**config.mk**
```make
export PLATFORM = sky130hd
export DESIGN_NAME = vga_timing_controller
export DESIGN_NICKNAME = d
export VERILOG_FILES = /design/src/rtl/vga_timing_controller.sv
export SDC_FILE = /design/constraint.sdc
export NUM_CORES = 1
export LEC_CHECK = 0
export BUFFER_PORTS_ARGS = -buffer_cell sky130_fd_sc_hd__clkbuf_2
export CAP_MARGIN = 15
export CORE_MARGIN = 8
export CORE_UTILIZATION = 40
export DETAILED_ROUTE_END_ITERATION = 6
export GPL_TIMING_DRIVEN = 0
export PLACE_DENSITY = 0.71
export SLEW_MARGIN = 15
export SYNTH_ARGS = -nofsm -noshare
export SYNTH_HDL_FRONTEND = slang
export SYNTH_SLANG_ARGS = --single-unit
```
**constraint.sdc**
```tcl
create_clock -name clk -period 2.74 [get_ports clk]
set_input_delay 0.548 -clock clk [delete_from_list [all_inputs] [get_ports clk]]
set_output_delay 0.548 -clock clk [all_outputs]
set_load 0.005 [all_outputs]
```
**src/rtl/vga_timing_controller.sv**
```systemverilog
// VGA raster timing generator with a one-pixel-deep output stage.
// Divides the system clock down to the pixel rate, walks the 800x525 raster,
// decodes sync/blank windows from the live counters and registers colour and
// sync together so they reach the DAC on the same pixel.
module vga_timing_controller #(
  parameter int H_ACTIVE = 640,
  parameter int H_FP     = 16,
  parameter int H_SYNC   = 96,
  parameter int H_BP     = 48,
  parameter int V_ACTIVE = 480,
  parameter int V_FP     = 10,
  parameter int V_SYNC   = 2,
  parameter int V_BP     = 33,
  parameter int CLK_DIV  = 2
) (
  input  logic        clk,
  input  logic        rst,
  input  logic [23:0] rgb_in,
  output logic [9:0]  pixelX,
  output logic [9:0]  pixelY,
  output logic        pix_en,
  output logic        frame_start,
  output logic        hsync,
  output logic        vsync,
  output logic        blank_n,
  output logic        sync_n,
  output logic        vga_clk,
  output logic [7:0]  r_out,
  output logic [7:0]  g_out,
  output logic [7:0]  b_out
);

  localparam int H_TOTAL = H_ACTIVE + H_FP + H_SYNC + H_BP;
  localparam int V_TOTAL = V_ACTIVE + V_FP + V_SYNC + V_BP;
  localparam int DIV_W   = $clog2(CLK_DIV);

  localparam logic [DIV_W-1:0] DIV_LAST = DIV_W'(CLK_DIV - 1);
  localparam logic [DIV_W-1:0] DIV_HALF = DIV_W'(CLK_DIV / 2);

  localparam logic [9:0] H_LAST   = 10'(H_TOTAL - 1);
  localparam logic [9:0] V_LAST   = 10'(V_TOTAL - 1);
  localparam logic [9:0] H_ACT    = 10'(H_ACTIVE);
  localparam logic [9:0] V_ACT    = 10'(V_ACTIVE);
  localparam logic [9:0] HS_FIRST = 10'(H_ACTIVE + H_FP);
  localparam logic [9:0] HS_LAST  = 10'(H_ACTIVE + H_FP + H_SYNC - 1);
  localparam logic [9:0] VS_FIRST = 10'(V_ACTIVE + V_FP);
  localparam logic [9:0] VS_LAST  = 10'(V_ACTIVE + V_FP + V_SYNC - 1);

  // Clock divider state
  logic [DIV_W-1:0] div_cnt_q;
  logic [DIV_W-1:0] div_cnt_d;
  logic             div_last;
  logic             pix_en_q;
  logic             vga_clk_q;

  // Raster counters
  logic [9:0] hcnt_q;
  logic [9:0] hcnt_d;
  logic [9:0] vcnt_q;
  logic [9:0] vcnt_d;
  logic       h_last;
  logic       v_last;

  // Decoded windows for the current counter position
  logic active;
  logic hs_raw;
  logic vs_raw;

  // Registered DAC-side outputs
  logic        frame_start_q;
  logic        hsync_q;
  logic        vsync_q;
  logic        blank_n_q;
  logic [23:0] rgb_q;

  // Divider next state: count 0..CLK_DIV-1 and wrap
  always_comb begin
    div_last  = (div_cnt_q == DIV_LAST);
    div_cnt_d = div_last ? '0 : div_cnt_q + DIV_W'(1);
  end

  // Raster next state: hcnt wraps at the line end and carries into vcnt
  always_comb begin
    h_last = (hcnt_q == H_LAST);
    v_last = (vcnt_q == V_LAST);
    hcnt_d = h_last ? 10'd0 : hcnt_q + 10'd1;
    vcnt_d = vcnt_q;
    if (h_last) begin
      vcnt_d = v_last ? 10'd0 : vcnt_q + 10'd1;
    end
  end

  // Window decode from the live counters; registered below on pix_en
  always_comb begin
    active = (hcnt_q < H_ACT) && (vcnt_q < V_ACT);
    hs_raw = !((hcnt_q >= HS_FIRST) && (hcnt_q <= HS_LAST));
    vs_raw = !((vcnt_q >= VS_FIRST) && (vcnt_q <= VS_LAST));
  end

  // Divider plus the strobes derived from it; pix_en and vga_clk both
  // follow the registered count so vga_clk rises half a pixel after the
  // output stage updates
  always_ff @(posedge clk) begin
    if (!rst) begin
      div_cnt_q <= '0;
      pix_en_q  <= 1'b0;
      vga_clk_q <= 1'b0;
    end else begin
      div_cnt_q <= div_cnt_d;
      pix_en_q  <= div_last;
      vga_clk_q <= (div_cnt_q >= DIV_HALF);
    end
  end

  // Raster counters advance once per pixel period
  always_ff @(posedge clk) begin
    if (!rst) begin
      hcnt_q <= 10'd0;
      vcnt_q <= 10'd0;
    end else if (pix_en_q) begin
      hcnt_q <= hcnt_d;
      vcnt_q <= vcnt_d;
    end
  end

  // Output stage: sync, blank and colour captured together so they stay aligned
  always_ff @(posedge clk) begin
    if (!rst) begin
      hsync_q   <= 1'b1;
      vsync_q   <= 1'b1;
      blank_n_q <= 1'b0;
      rgb_q     <= 24'd0;
    end else if (pix_en_q) begin
      hsync_q   <= hs_raw;
      vsync_q   <= vs_raw;
      blank_n_q <= active;
      rgb_q     <= active ? rgb_in : 24'd0;
    end
  end

  // Frame-start pulse on the cycle after the raster wraps to (0,0)
  always_ff @(posedge clk) begin
    if (!rst) begin
      frame_start_q <= 1'b0;
    end else begin
      frame_start_q <= pix_en_q && h_last && v_last;
    end
  end

  assign pixelX      = hcnt_q;
  assign pixelY      = vcnt_q;
  assign pix_en      = pix_en_q;
  assign frame_start = frame_start_q;
  assign hsync       = hsync_q;
  assign vsync       = vsync_q;
  assign blank_n     = blank_n_q;
  assign sync_n      = 1'b0;
  assign vga_clk     = vga_clk_q;
  assign r_out       = rgb_q[23:16];
  assign g_out       = rgb_q[15:8];
  assign b_out       = rgb_q[7:0];

endmodule

```
# Word level (Yosys, flattened, before mapping)

Cells that the tools add are included.
Widths: inputs -> output; s select.

Add/subtract/negate cells: 3
Mux-type cells: 3
Reductions and logical operators: 9
Equal/unequal tests: 2
Bitwise operators: 1
Order comparisons: 7

Operators with widths:

| operator              | number |
|---|---|
| $mux 24               | 1 |
| $add 10x1->10 const B | 2 |
| $eq 10x10->1 const B  | 2 |
| $mux 10               | 2 |
| $ge 10x10->1 const B  | 1 |
| $ge 10x9->1 const B   | 1 |
| $le 10x10->1 const B  | 1 |
| $le 10x9->1 const B   | 1 |
| $lt 10x10->1 const B  | 1 |
| $lt 10x9->1 const B   | 1 |
| $logic_and 1x1->1     | 5 |
| $logic_not 1->1       | 2 |
| $reduce_and 2->1      | 1 |
| $reduce_or 2->1       | 1 |
| $add 1x1->1 const B   | 1 |
| $ge 1x1->1 const B    | 1 |
| $not 1->1             | 1 |

Bits in registers: 51
Output and inout bits: 51

# Longest topological paths before layout

Depth in word-level cells: 3
Mapped depth: 7

# Worst setup path before layout

OpenSTA, ideal clock, no wires.

Path type: reg2reg
Start point: register hcnt_q[0], in the netlist pixelX[0]
End point: register vcnt_q[0], in the netlist pixelY[0]
Period minus slack after synthesis: 1,713 ps
Library setup time: 127 ps
Arrival: 1,586 ps
Required time: 2,613 ps
Stages on the path, launching flop included: 8
Setup slack: 1,027 ps
Buffers on the path: 2
Path through: dfxtp_1 -> ha_1 -> and4_1 -> buf_2 -> nand4_2 -> buf_2 -> o21ai_2 -> nor2_1

Longest elaborated chain between the ends: 2

RTL lines:

| what                              | line | RTL |
|---|---|---|
| from (decl)                       | 57   | `logic [9:0] hcnt_q;` |
| from (signal assigned)            | 121  | `hcnt_q <= hcnt_d;` |
| $eq 10x10->1                      | 84   | `h_last = (hcnt_q == H_LAST);` |
| $reduce_and 2->1 (no source line) | --   |  |
| to (signal assigned)              | 122  | `vcnt_q <= vcnt_d;` |
| to (decl)                         | 59   | `logic [9:0] vcnt_q;` |

No other way between the ends.
A chain may end at the register's enable or synchronous reset.

# Worst setup path after layout

Ends and elaborated chain as after synthesis.

==> results.md <==
* Synthesis Warnings at 0
* Final critical-path share of the clock period at 74.53%
* Comb power frac at under 10%
* Fmax achieved at 0.4897 GHz
* Pin count of the biggest net entering global routing at 17
* Proportion of synthesized chip area in sequential cells at between 40 and 50%
* Layout-stage area growth over the synthesis result at 28.70%
* Largest cells by area after synthesis: sky130_fd_sc_hd__dfxtp_1 (49%), sky130_fd_sc_hd__a22oi_1 (7.4%), sky130_fd_sc_hd__nor2_1 (7.2%), sky130_fd_sc_hd__a21oi_1 (3.2%), sky130_fd_sc_hd__xnor2_1 (2.6%)
* Number of diodes added for antenna fixing at 0
* Syn Inst Count at around 230
* Total internal power at ~1.1 mW
* CTS H-tree lvls at 2
* FF+latch count, synth at 50
* Hold buffer count at cts at 0
* Final instance area at around 2600 sq um
* Slew Limit Headroom at 64.20%
* Clock slew seen by the registers of the worst setup and hold paths at 0.09 ns
* Routed wirelength normalized by instance count at around 14 microns
* Adder-Cell Fraction of Synth Area at about 2.5%
* Basic-gate share of the synthesized area counting and, or, nand and nor cells at a little under a quarter
* Count of buffers inserted at the top-level ports at 75
* Synthesized net count at 255
* Half-perimeter wire length after placement at 3889 microns
* Startpoint class of the critical path: flop
* Area used by multi-input combinational logic at approximately 920 sq um
* Fin crit period at ~2.0 ns
* Area share of xor/xnor cells in the synthesized design at around 4.7%
* Starting utilization of the core area at 40.63%
* Synth Flop Type: sky130_fd_sc_hd__dfxtp_1
* Critical Path Sink Type: flop
* GR Util All Layers at ~14%
* Vias at roughly 1900
* Number of primary I/O pins at a little under 80
* Number of flops mapped to enable cells by yosys at 0
* Number of setup violations in the final report at 0
* Final Wtd Congestion at between 0.7 and 0.8
* Initial antenna violation count at 0
* Largest area contributor in the netlist: sky130_fd_sc_hd__dfxtp_1
* Count of standard-cell rows at 26
* Number of placed cells counting well taps at 370
* Drt first pass iters at 4
* Crit path DAT at roughly 2.2 ns
* Type of the most critical hold path: reg -> reg
* Clock latency on the worst-skew pair at between 0.3 and 0.4 ns
* Pwr Density at 540.0 nW/um^2
* Total of fill cells in the finished design at 530
* Count of final hold-check violations at 0
* Die outline height at 87.34 microns
* Outcome: completed
* Dominant combinational cell family by area after synthesis: simple AND/OR/NAND/NOR gates
* Die span in x at just under 90 microns
* Count of maximum capacitance violations at 0
* Clock buffer depth at 2
* Area of the core at between 5000 and 6000 sq um
* Non-filler instance count after layout at approximately 380
* Unrepaired setup endpoints after global routing: no
* Residual DRC count at 0
* Fraction of post-synthesis cell area in the top cell type by area at around half
* Async S/R FF share, synth at 0%
* Number of CTS-inserted buffers at 5
* Wire length of the first global-routing pass at roughly 8600 microns
* Proportion of layout cells with a drive suffix above 1 at about 30%
* Fraction of synthesized area in multiplexers at less than 1%
* Total negative slack for setup checks at 0 ns
* Pleak at roughly 1.1 nW
* Violation count after the first detailed-routing iteration at 55
* Mean cell area of the mapped netlist at roughly 9.0 sq um
* Post-layout nets at between 300 and 400
* Area post-placement at approximately 2500 sq um
* Worst-Margin Slew at 0.5369 ns
* Final-report max-slew violation count at 0
* Switching Fraction at 22.58%
* Req. time, crit path at a little under 3 ns
* Num Clock Sinks at 50
* Cell area after synthesis at around 2000 sq um
* Post-synthesis compound-gate area fraction at between 10% and 20%
* Buffers inserted by post-CTS timing repair at 0
* Detailed Route WL at 5247 microns
* Total Die Area at 7628 sq um
* Clk pwr share at roughly two fifths
* Number of distinct library cells after synthesis at 38
* Area of all sequential standard cells at 1001 sq um
* WS Path Type: reg -> reg
* Seq pwr share at 53.6%
* Vias in the first global route at about 1900
* Net switching power at 319.4 uW
* Routed vias/inst at 5.021
* Worst supply voltage drop on vdd at about 0.28 mV
* Clock tree from TritonCTS: done
* # resized after CTS at 0
* Clock Root Buffer: sky130_fd_sc_hd__clkbuf_8
* Post-route antenna net violation count at 0
* Grt ovf at 0
* Skew final at about 0.010 ns
* Peak fanout along the critical path at 10
[path summary, 6_finish.rpt]
kind,startpoint,cells after the start,slack (ns),to
setup / recovery,pixelX[0]$_SDFFE_PN0P_,7,0.70,pixelY[0]$_SDFFE_PN0P_
hold reg to reg,div_cnt_q$_SDFF_PP0_,1,0.41,div_cnt_q$_SDFF_PP0_
hold / removal,div_cnt_q$_SDFF_PP0_,1,0.41,div_cnt_q$_SDFF_PP0_
setup reg to reg,pixelX[0]$_SDFFE_PN0P_,7,0.70,pixelY[0]$_SDFFE_PN0P_
[cells in the mapped netlist, drive strengths merged (3+ instances only)]
cell    count
inv         8
buf         8
dfxtp      50
nand2       9
nor2       39
xor2        5
nand4       8
o21ai       7
nand3       5
and3        3
nor3        5
xnor2       6
nor2b       4
clkbuf      8
ha          4
or3         5
a21oi      13
a22oi      20
[cells by family (layout without fill, tap and decap cells)]
kind of cell,count (synthesis),count (layout)
compound gates,44,44
xor+xnor,11,11
fa+ha+maj,4,4
buf+inv,24,107
flops,50,50
mux,1,1
other cells,1,1
simple gates,90,90
[cells in the final DEF, fill, tap and decap left out, types with 2 or more instances in the layout]
cell type                  count
sky130_fd_sc_hd__xor2_1        5
sky130_fd_sc_hd__o21ai_0       6
sky130_fd_sc_hd__dfxtp_1      50
sky130_fd_sc_hd__buf_2         4
sky130_fd_sc_hd__inv_1         8
sky130_fd_sc_hd__ha_1          4
sky130_fd_sc_hd__and3_1        3
sky130_fd_sc_hd__or4_1         2
sky130_fd_sc_hd__clkbuf_1      8
sky130_fd_sc_hd__buf_4         2
sky130_fd_sc_hd__nand2_1       9
sky130_fd_sc_hd__nand3_1       5
sky130_fd_sc_hd__nor3_1        5
sky130_fd_sc_hd__clkbuf_8      6
sky130_fd_sc_hd__a22oi_1      20
sky130_fd_sc_hd__o31ai_1       2
sky130_fd_sc_hd__nand4_1       7
sky130_fd_sc_hd__clkbuf_2     75
sky130_fd_sc_hd__and4_1        2
sky130_fd_sc_hd__nor2b_1       4
sky130_fd_sc_hd__a21oi_1      13
sky130_fd_sc_hd__or3_1         5
sky130_fd_sc_hd__xnor2_1       6
sky130_fd_sc_hd__nor2_1       39
[power groups by stage]
stage / clock [mW] / combinational (mW) / sequential (mW)
final: 0.553 / 0.104 / 0.758
after global placement: 0 / 0.104 / 0.775
after global routing: 0.595 / 0.119 / 0.762
after detailed placement: 0 / 0.107 / 0.775
after floorplan: 0 / 0.0513 / 0.776
after CTS: 0.567 / 0.107 / 0.759
[sequential cells by signal, indices dropped and copies added (netlist names)]
register / count
rgb_q: 24
pixelX: 10
pixelY: 10
blank_n: 1
div_cnt_q: 1
frame_start: 1
hsync: 1
pix_en: 1
vsync: 1
[layout make-up]
cell class                 instances  share of cell area (%)
clock inverter                     2                   1.480
multi-input combinational        151                   35.29
tap                               70                   3.343
inverter                           8                   1.146
clock buffer                       6                   3.152
buffer                            16                   3.056
sequential                        50                   38.20
timing repair buffer              75                   14.33
[through the flow]
| step | hold WS (ns) | setup slack (ns) | power, mW | utilization (%) |
|---|---|---|---|---|
| after floorplan | 0.3840 | 1.027 | 0.8270 | - |
| after global placement | 0.3939 | 0.7358 | 0.8789 | 49.88 |
| after CTS | 0.4107 | 0.6950 | 1.433 | 52.30 |
| final | 0.4132 | 0.6979 | 1.415 | 52.30 |
| after global routing | 0.4606 | 0.5004 | 1.476 | 52.30 |
| after detailed placement | 0.3964 | 0.7068 | 0.8823 | 49.88 |
[worst max-delay path, cell delays in order, from the launching register on]
cell                      delay (ns)
sky130_fd_sc_hd__dfxtp_1        0.45
sky130_fd_sc_hd__ha_1           0.20
sky130_fd_sc_hd__and4_1         0.18
sky130_fd_sc_hd__buf_2          0.16
sky130_fd_sc_hd__nand4_2        0.19
sky130_fd_sc_hd__buf_2          0.25
sky130_fd_sc_hd__o21ai_2        0.39
sky130_fd_sc_hd__nor2_1         0.09
[metal layers]
metal	global-route usage, %	share of wire [%]
met2	23.55	49
met5	0	0
met3	4.717	6.6
met4	5.625	0.97
met1	16.22	43
Note: power is estimated with default switching activity, not from simulation.
